===== src/rtl/demux_pkg.sv =====
// demux_pkg: shared sizing, channel indices and pointer-width helper
// for the buffered 1-to-2 nibble demultiplexer.
package demux_pkg;

    localparam int WIDTH_DEF = 4;
    localparam int DEPTH_DEF = 2;

    localparam logic CH0 = 1'b0;
    localparam logic CH1 = 1'b1;

    function automatic int clog2(input int value);
        int r;
        r = 0;
        while ((1 << r) < value) r++;
        return r;
    endfunction

endpackage


===== src/rtl/demux_chan_fifo.sv =====
// demux_chan_fifo: one channel FIFO; head is zeroed when empty so no
// stale entry is ever presented downstream.
module demux_chan_fifo
    import demux_pkg::*;
#(
    parameter int WIDTH = WIDTH_DEF,
    parameter int DEPTH = DEPTH_DEF
) (
    input  logic             CLK,
    input  logic             RST_N,
    input  logic             PUSH,
    input  logic [WIDTH-1:0] DIN,
    input  logic             POP,
    output logic [WIDTH-1:0] DOUT,
    output logic             EMPTY,
    output logic             FULL
);

    localparam int AW = clog2(DEPTH);
    localparam int CW = AW + 1;

    logic [WIDTH-1:0] mem_q [DEPTH];
    logic [AW-1:0]    wr_q, wr_d, rd_q, rd_d;
    logic [CW-1:0]    cnt_q, cnt_d;
    logic             do_push, do_pop;

    assign EMPTY   = cnt_q == '0;
    assign FULL    = cnt_q == CW'(DEPTH);
    assign do_push = PUSH && !FULL;
    assign do_pop  = POP && !EMPTY;
    assign DOUT    = EMPTY ? '0 : mem_q[rd_q];

    // DEPTH is a power of two, so pointers wrap by plain overflow.
    always_comb begin
        wr_d  = do_push ? wr_q + 1'b1 : wr_q;
        rd_d  = do_pop ? rd_q + 1'b1 : rd_q;
        cnt_d = cnt_q + CW'(do_push) - CW'(do_pop);
    end

    always_ff @(posedge CLK or negedge RST_N) begin
        if (!RST_N) begin
            wr_q  <= '0;
            rd_q  <= '0;
            cnt_q <= '0;
            for (int i = 0; i < DEPTH; i++) mem_q[i] <= '0;
        end else begin
            wr_q  <= wr_d;
            rd_q  <= rd_d;
            cnt_q <= cnt_d;
            if (do_push) mem_q[wr_q] <= DIN;
        end
    end

endmodule


===== src/rtl/demux_2x4bits_fifo.sv =====
// demux_2x4bits_fifo: steers one nibble stream by SEL into two independent
// channel FIFOs, each drained by its own valid/ack consumer.
module demux_2x4bits_fifo
    import demux_pkg::*;
#(
    parameter int WIDTH = WIDTH_DEF,
    parameter int DEPTH = DEPTH_DEF
) (
    input  logic             CLK,
    input  logic             RST_N,
    input  logic [WIDTH-1:0] DIN,
    input  logic             SEL,
    input  logic             DIN_VALID,
    output logic             DIN_READY,
    output logic [WIDTH-1:0] OUT0,
    output logic             VALID0,
    input  logic             ACK0,
    output logic [WIDTH-1:0] OUT1,
    output logic             VALID1,
    input  logic             ACK1
);

    logic [1:0] full, empty, push, pop;

    // Readiness depends only on registered fullness: no pop bypass.
    assign DIN_READY = !full[SEL];
    assign push[CH0] = DIN_VALID && DIN_READY && (SEL == CH0);
    assign push[CH1] = DIN_VALID && DIN_READY && (SEL == CH1);
    assign VALID0    = !empty[CH0];
    assign VALID1    = !empty[CH1];
    assign pop[CH0]  = ACK0 && VALID0;
    assign pop[CH1]  = ACK1 && VALID1;

    demux_chan_fifo #(.WIDTH(WIDTH), .DEPTH(DEPTH)) u_ch0 (
        .CLK   (CLK),
        .RST_N (RST_N),
        .PUSH  (push[CH0]),
        .DIN   (DIN),
        .POP   (pop[CH0]),
        .DOUT  (OUT0),
        .EMPTY (empty[CH0]),
        .FULL  (full[CH0])
    );

    demux_chan_fifo #(.WIDTH(WIDTH), .DEPTH(DEPTH)) u_ch1 (
        .CLK   (CLK),
        .RST_N (RST_N),
        .PUSH  (push[CH1]),
        .DIN   (DIN),
        .POP   (pop[CH1]),
        .DOUT  (OUT1),
        .EMPTY (empty[CH1]),
        .FULL  (full[CH1])
    );

endmodule


===== config.mk =====
export PLATFORM = sky130hd
export DESIGN_NAME = demux_2x4bits_fifo
export DESIGN_NICKNAME = d
export VERILOG_FILES = /design/src/rtl/demux_pkg.sv /design/src/rtl/demux_chan_fifo.sv /design/src/rtl/demux_2x4bits_fifo.sv
export SDC_FILE = /design/constraint.sdc
export NUM_CORES = 1
export LEC_CHECK = 0
export CAP_MARGIN = 15
export CORE_MARGIN = 10
export CORE_UTILIZATION = 57
export CTS_BUF_LIST = sky130_fd_sc_hd__clkbuf_4 sky130_fd_sc_hd__clkbuf_8
export DETAILED_ROUTE_END_ITERATION = 8
export MAX_ROUTING_LAYER = met4
export PLACE_DENSITY = 0.86
export SYNTH_ARGS = -nofsm -noshare
export SYNTH_HDL_FRONTEND = slang
export SYNTH_SLANG_ARGS = --single-unit

===== constraint.sdc =====
create_clock -name CLK -period 2.6 [get_ports CLK]
set_clock_uncertainty 0.05 [all_clocks]
set_input_delay 0.52 -clock CLK [delete_from_list [all_inputs] [get_ports CLK]]
set_output_delay 0.52 -clock CLK [all_outputs]
set_load 0.02 [all_outputs]

==> metrics.txt <==
status=complete, no violations; sequential element share of the synthesized area=0.5123; terminus of the critical flop-to-flop path=u_ch0.cnt_q[1]; number of distinct library cells after synthesis=23; syn_nets=106; vias per cell=~5.3; HPWL after detailed placement=1780 um; cell-internal power=0.001273 W; Synth Instances=94; maximum count of clock buffers along a single path=2; met2 wire length=around 1200 um; number of maximum-capacitance violations=0; layout net count=130; IR drop worst, VDD=just under 900 uV; slew at the pin with the worst max-slew slack=0.4322 ns; remaining antenna violation count=0; Std-Cell Core Area=slightly below 0.002 sq mm; number of antenna violations at the first check in global routing=0; cell-by-cell listing of the critical path=clkdlybuf4s50_1 -> nor2_1 -> a21oi_1 -> clkdlybuf4s50_1; count of final setup violators=0; average detailed-routed wire length per instance=15.53 um; critical setup path kind=in -> out; Sink Count=24; Arr. time, crit path=1.89 ns; adder-cell share of the synthesized area=0.02134; hold-fix buffers at CTS=0; GR Overflow Total=0; 1st-iter DRT viols=25; die height=65.35 um; pin count of the biggest net entering global routing=25; RD Place Congestion=0.7320; number of warnings printed during yosys synthesis=0; most frequent cell on the critical path=sky130_fd_sc_hd__clkdlybuf4s50_1; port buffer count=20; Final period util=0.9476; post-layout min period=2.464 ns; cells resized by post-CTS repair=0; fill cell count=151; Min-Delay Path Depth=1; Netlist Area Pre-Place=between 0.001 and 0.0015 sq mm; global-route usage over all layers=0.1187; crit path to=DIN_READY; number of primary I/O pins=21; post-layout total power=roughly 0.002 W; required time worst endpoint=a little over 2 ns; flops & latches, synth=24; fraction of layout instances using a drive strength above 1=0.2222; class of the tightest hold or removal check=reg -> reg; # rows=16; number of CTS-inserted buffers=3; fraction of synthesized cell area in xor and xnor cells=0.05977; category of the worst setup path capture point=output pin; portion of total power attributed to combinational logic=0.504; Worst path slowest cell=sky130_fd_sc_hd__clkdlybuf4s50_1; max layer used=met4; number of setup buffers added after CTS=0; total wire length after detailed routing=2236 um; Max Slew Vio Count=0; clock-pin slew reported for the worst setup and hold paths after clock tree synthesis=0.12 ns; TritonRoute pass-1 iters=4; FF-to-FF path depth=6; Achievable Freq=0.4059 GHz; first-pass GRT wire length=3781 um; Sum Neg Setup Slack=0 ns; startpoint of the worst hold path=u_ch0.wr_q; max-slew headroom at the worst pin=0.7108; synthesized area divided by synthesized cell count=12.47 sq um; net switching power=0.0007304 W; die span in x=between 60 and 70 um; count of vias placed by the detailed router=around 760; first element of the critical path=SEL; signed area change from the synthesized netlist to the final layout=24.44%; power density over the cells=~1400 mW/mm^2; starting utilization of the core area=0.5976; met3 WL=80 um; share of cell area taken by muxes after synthesis=0.2519; beginning of the worst register-to-register path=u_ch0.cnt_q[0]; standby leakage power=0.6684 nW; setup slack on the worst flop-to-flop path=0.59 ns; Simple-Gate Fraction of Synth Area=0.1313; TritonCTS clock tree=yes; sequential share of power=0.363; number of H-tree levels=1; CTS Root Cell=sky130_fd_sc_hd__clkbuf_4; critical path startpoint category=primary input; Worst-Skew Late Latency=0.32 ns; switching share of total power=0.3646; DRC violations left=0; routed metal-1 wirelength=890 um; clock network fraction of design power=0.133; Final Hold Fails=0; Worst path max stage delay=0.62 ns; Die Footprint=0.004271 sq mm; setup repair after global routing missed its margin=false; fraction of the mapped netlist area in compound gates=0.004269; main combinational cell family by area after synthesis=multiplexers; maximum fanout encountered on the critical timing path=6; number of global-route vias before repair=817; Antenna Diode Count=0
[through the flow]
step | cell area [sq um] | worst slack [ns] | hold slack (ns) | std cells | util
2_1_floorplan | 1172 | 0.8329 | 0.1744 | 94 | -
3_3_place_gp | 1406 | 0.1609 | 0.4259 | 140 | 0.7168
3_5_place_dp | 1406 | 0.1365 | 0.4315 | 140 | 0.7168
4_1_cts | 1459 | 0.1287 | 0.4526 | 144 | 0.7436
5_1_grt | 1459 | 0.06606 | 0.4887 | 144 | 0.7436
6_report | 1459 | 0.1363 | 0.4588 | 144 | 0.7436
[synthesized netlist by cell type, drive strengths merged]
cell    count  share of area
xor2        4          0.030
nor2b       3          0.022
dfrtp      24           0.51
mux2i      10          0.085
xnor2       4          0.030
mux2       16           0.17
nor3b       1         0.0064
a21oi       1         0.0043
and3b       1         0.0075
nand3b      1         0.0064
and2b       1         0.0075
inv         4          0.013
ha          2          0.021
clkbuf      2         0.0064
nand2b      1         0.0053
nor3        1         0.0085
nand3       1         0.0043
nor2       12          0.038
nand2       4          0.015
or3b        1         0.0096
[layout make-up]
| class | instances | area, sq um | share of cell area |
|---|---|---|---|
| clock buffers | 3 | 22.52 | 0.01544 |
| clock inverters | 1 | 30.03 | 0.02058 |
| inverters | 4 | 15.01 | 0.01029 |
| multi-input cells | 64 | 549.3 | 0.3765 |
| flip-flops and latches | 24 | 600.6 | 0.4117 |
| well taps | 27 | 33.78 | 0.02316 |
| repair buffers | 21 | 207.7 | 0.1424 |
[routing by layer]
layer / GRT usage / up-vias
li1: - / 361
met1: 0.1186 / 388
met2: 0.2000 / 10
met3: 0.03220 / 5
met4: 0.07754 / 0
met5: - / -
[cells by family after synthesis]
kind of cell               after synthesis
adders and majority gates                2
buffers and inverters                    6
DFF                                     24
xor gates and xnor gates                 8
and+or+nand+nor                         27
muxes                                   26
AOI/OAI and AO/OA                        1
[how the worst min path moves through the flow]
stage,endpoint,slack [ns]
finish,u_ch0.wr_q,0.46
global placement,u_ch0.wr_q,0.43
floorplan,u_ch0.cnt_q[0],0.17
detailed placement,u_ch0.wr_q,0.43
CTS,u_ch0.wr_q,0.45
global route,u_ch0.wr_q,0.49
[power by group through the flow]
stage                     Clock, W  Sequential (W)  Combinational (W)
after floorplan                  0        0.000662           0.000705
after global placement           0        0.000717           0.000991
after detailed placement         0        0.000734            0.00102
after CTS                 0.000273        0.000727            0.00103
after global routing      0.000284        0.000756            0.00110
final                     0.000266        0.000726            0.00101
[layout by cell type, fill, tap and decap left out, drive strengths merged]
| cell type | instances |
|---|---|
| a21oi | 1 |
| and2b | 1 |
| and3b | 1 |
| buf | 1 |
| bufinv | 1 |
| clkbuf | 3 |
| clkdlybuf4s50 | 20 |
| dfrtp | 24 |
| ha | 2 |
| inv | 4 |
| mux2 | 16 |
| mux2i | 10 |
| nand2 | 4 |
| nand2b | 1 |
| nand3 | 1 |
| nand3b | 1 |
| nor2 | 12 |
| nor2b | 3 |
| nor3 | 1 |
| nor3b | 1 |
| or3b | 1 |
| xnor2 | 4 |
| xor2 | 4 |
[sequential cells by signal, summed over array words and instances (netlist names)]
register,flops
u_ch1.wr_q,1
u_ch1.mem_q,8
u_ch1.cnt_q,2
u_ch0.mem_q,8
u_ch0.wr_q,1
u_ch1.rd_q,1
u_ch0.rd_q,1
u_ch0.cnt_q,2
[critical path, delay by kind of cell]
kind / cells / cell delay [ns]
AOI/OAI and AO/OA: 1 / 0.11
buffers and inverters: 2 / 1.19
and+or+nand+nor: 1 / 0.07
Power figures use the tool's default switching activity.
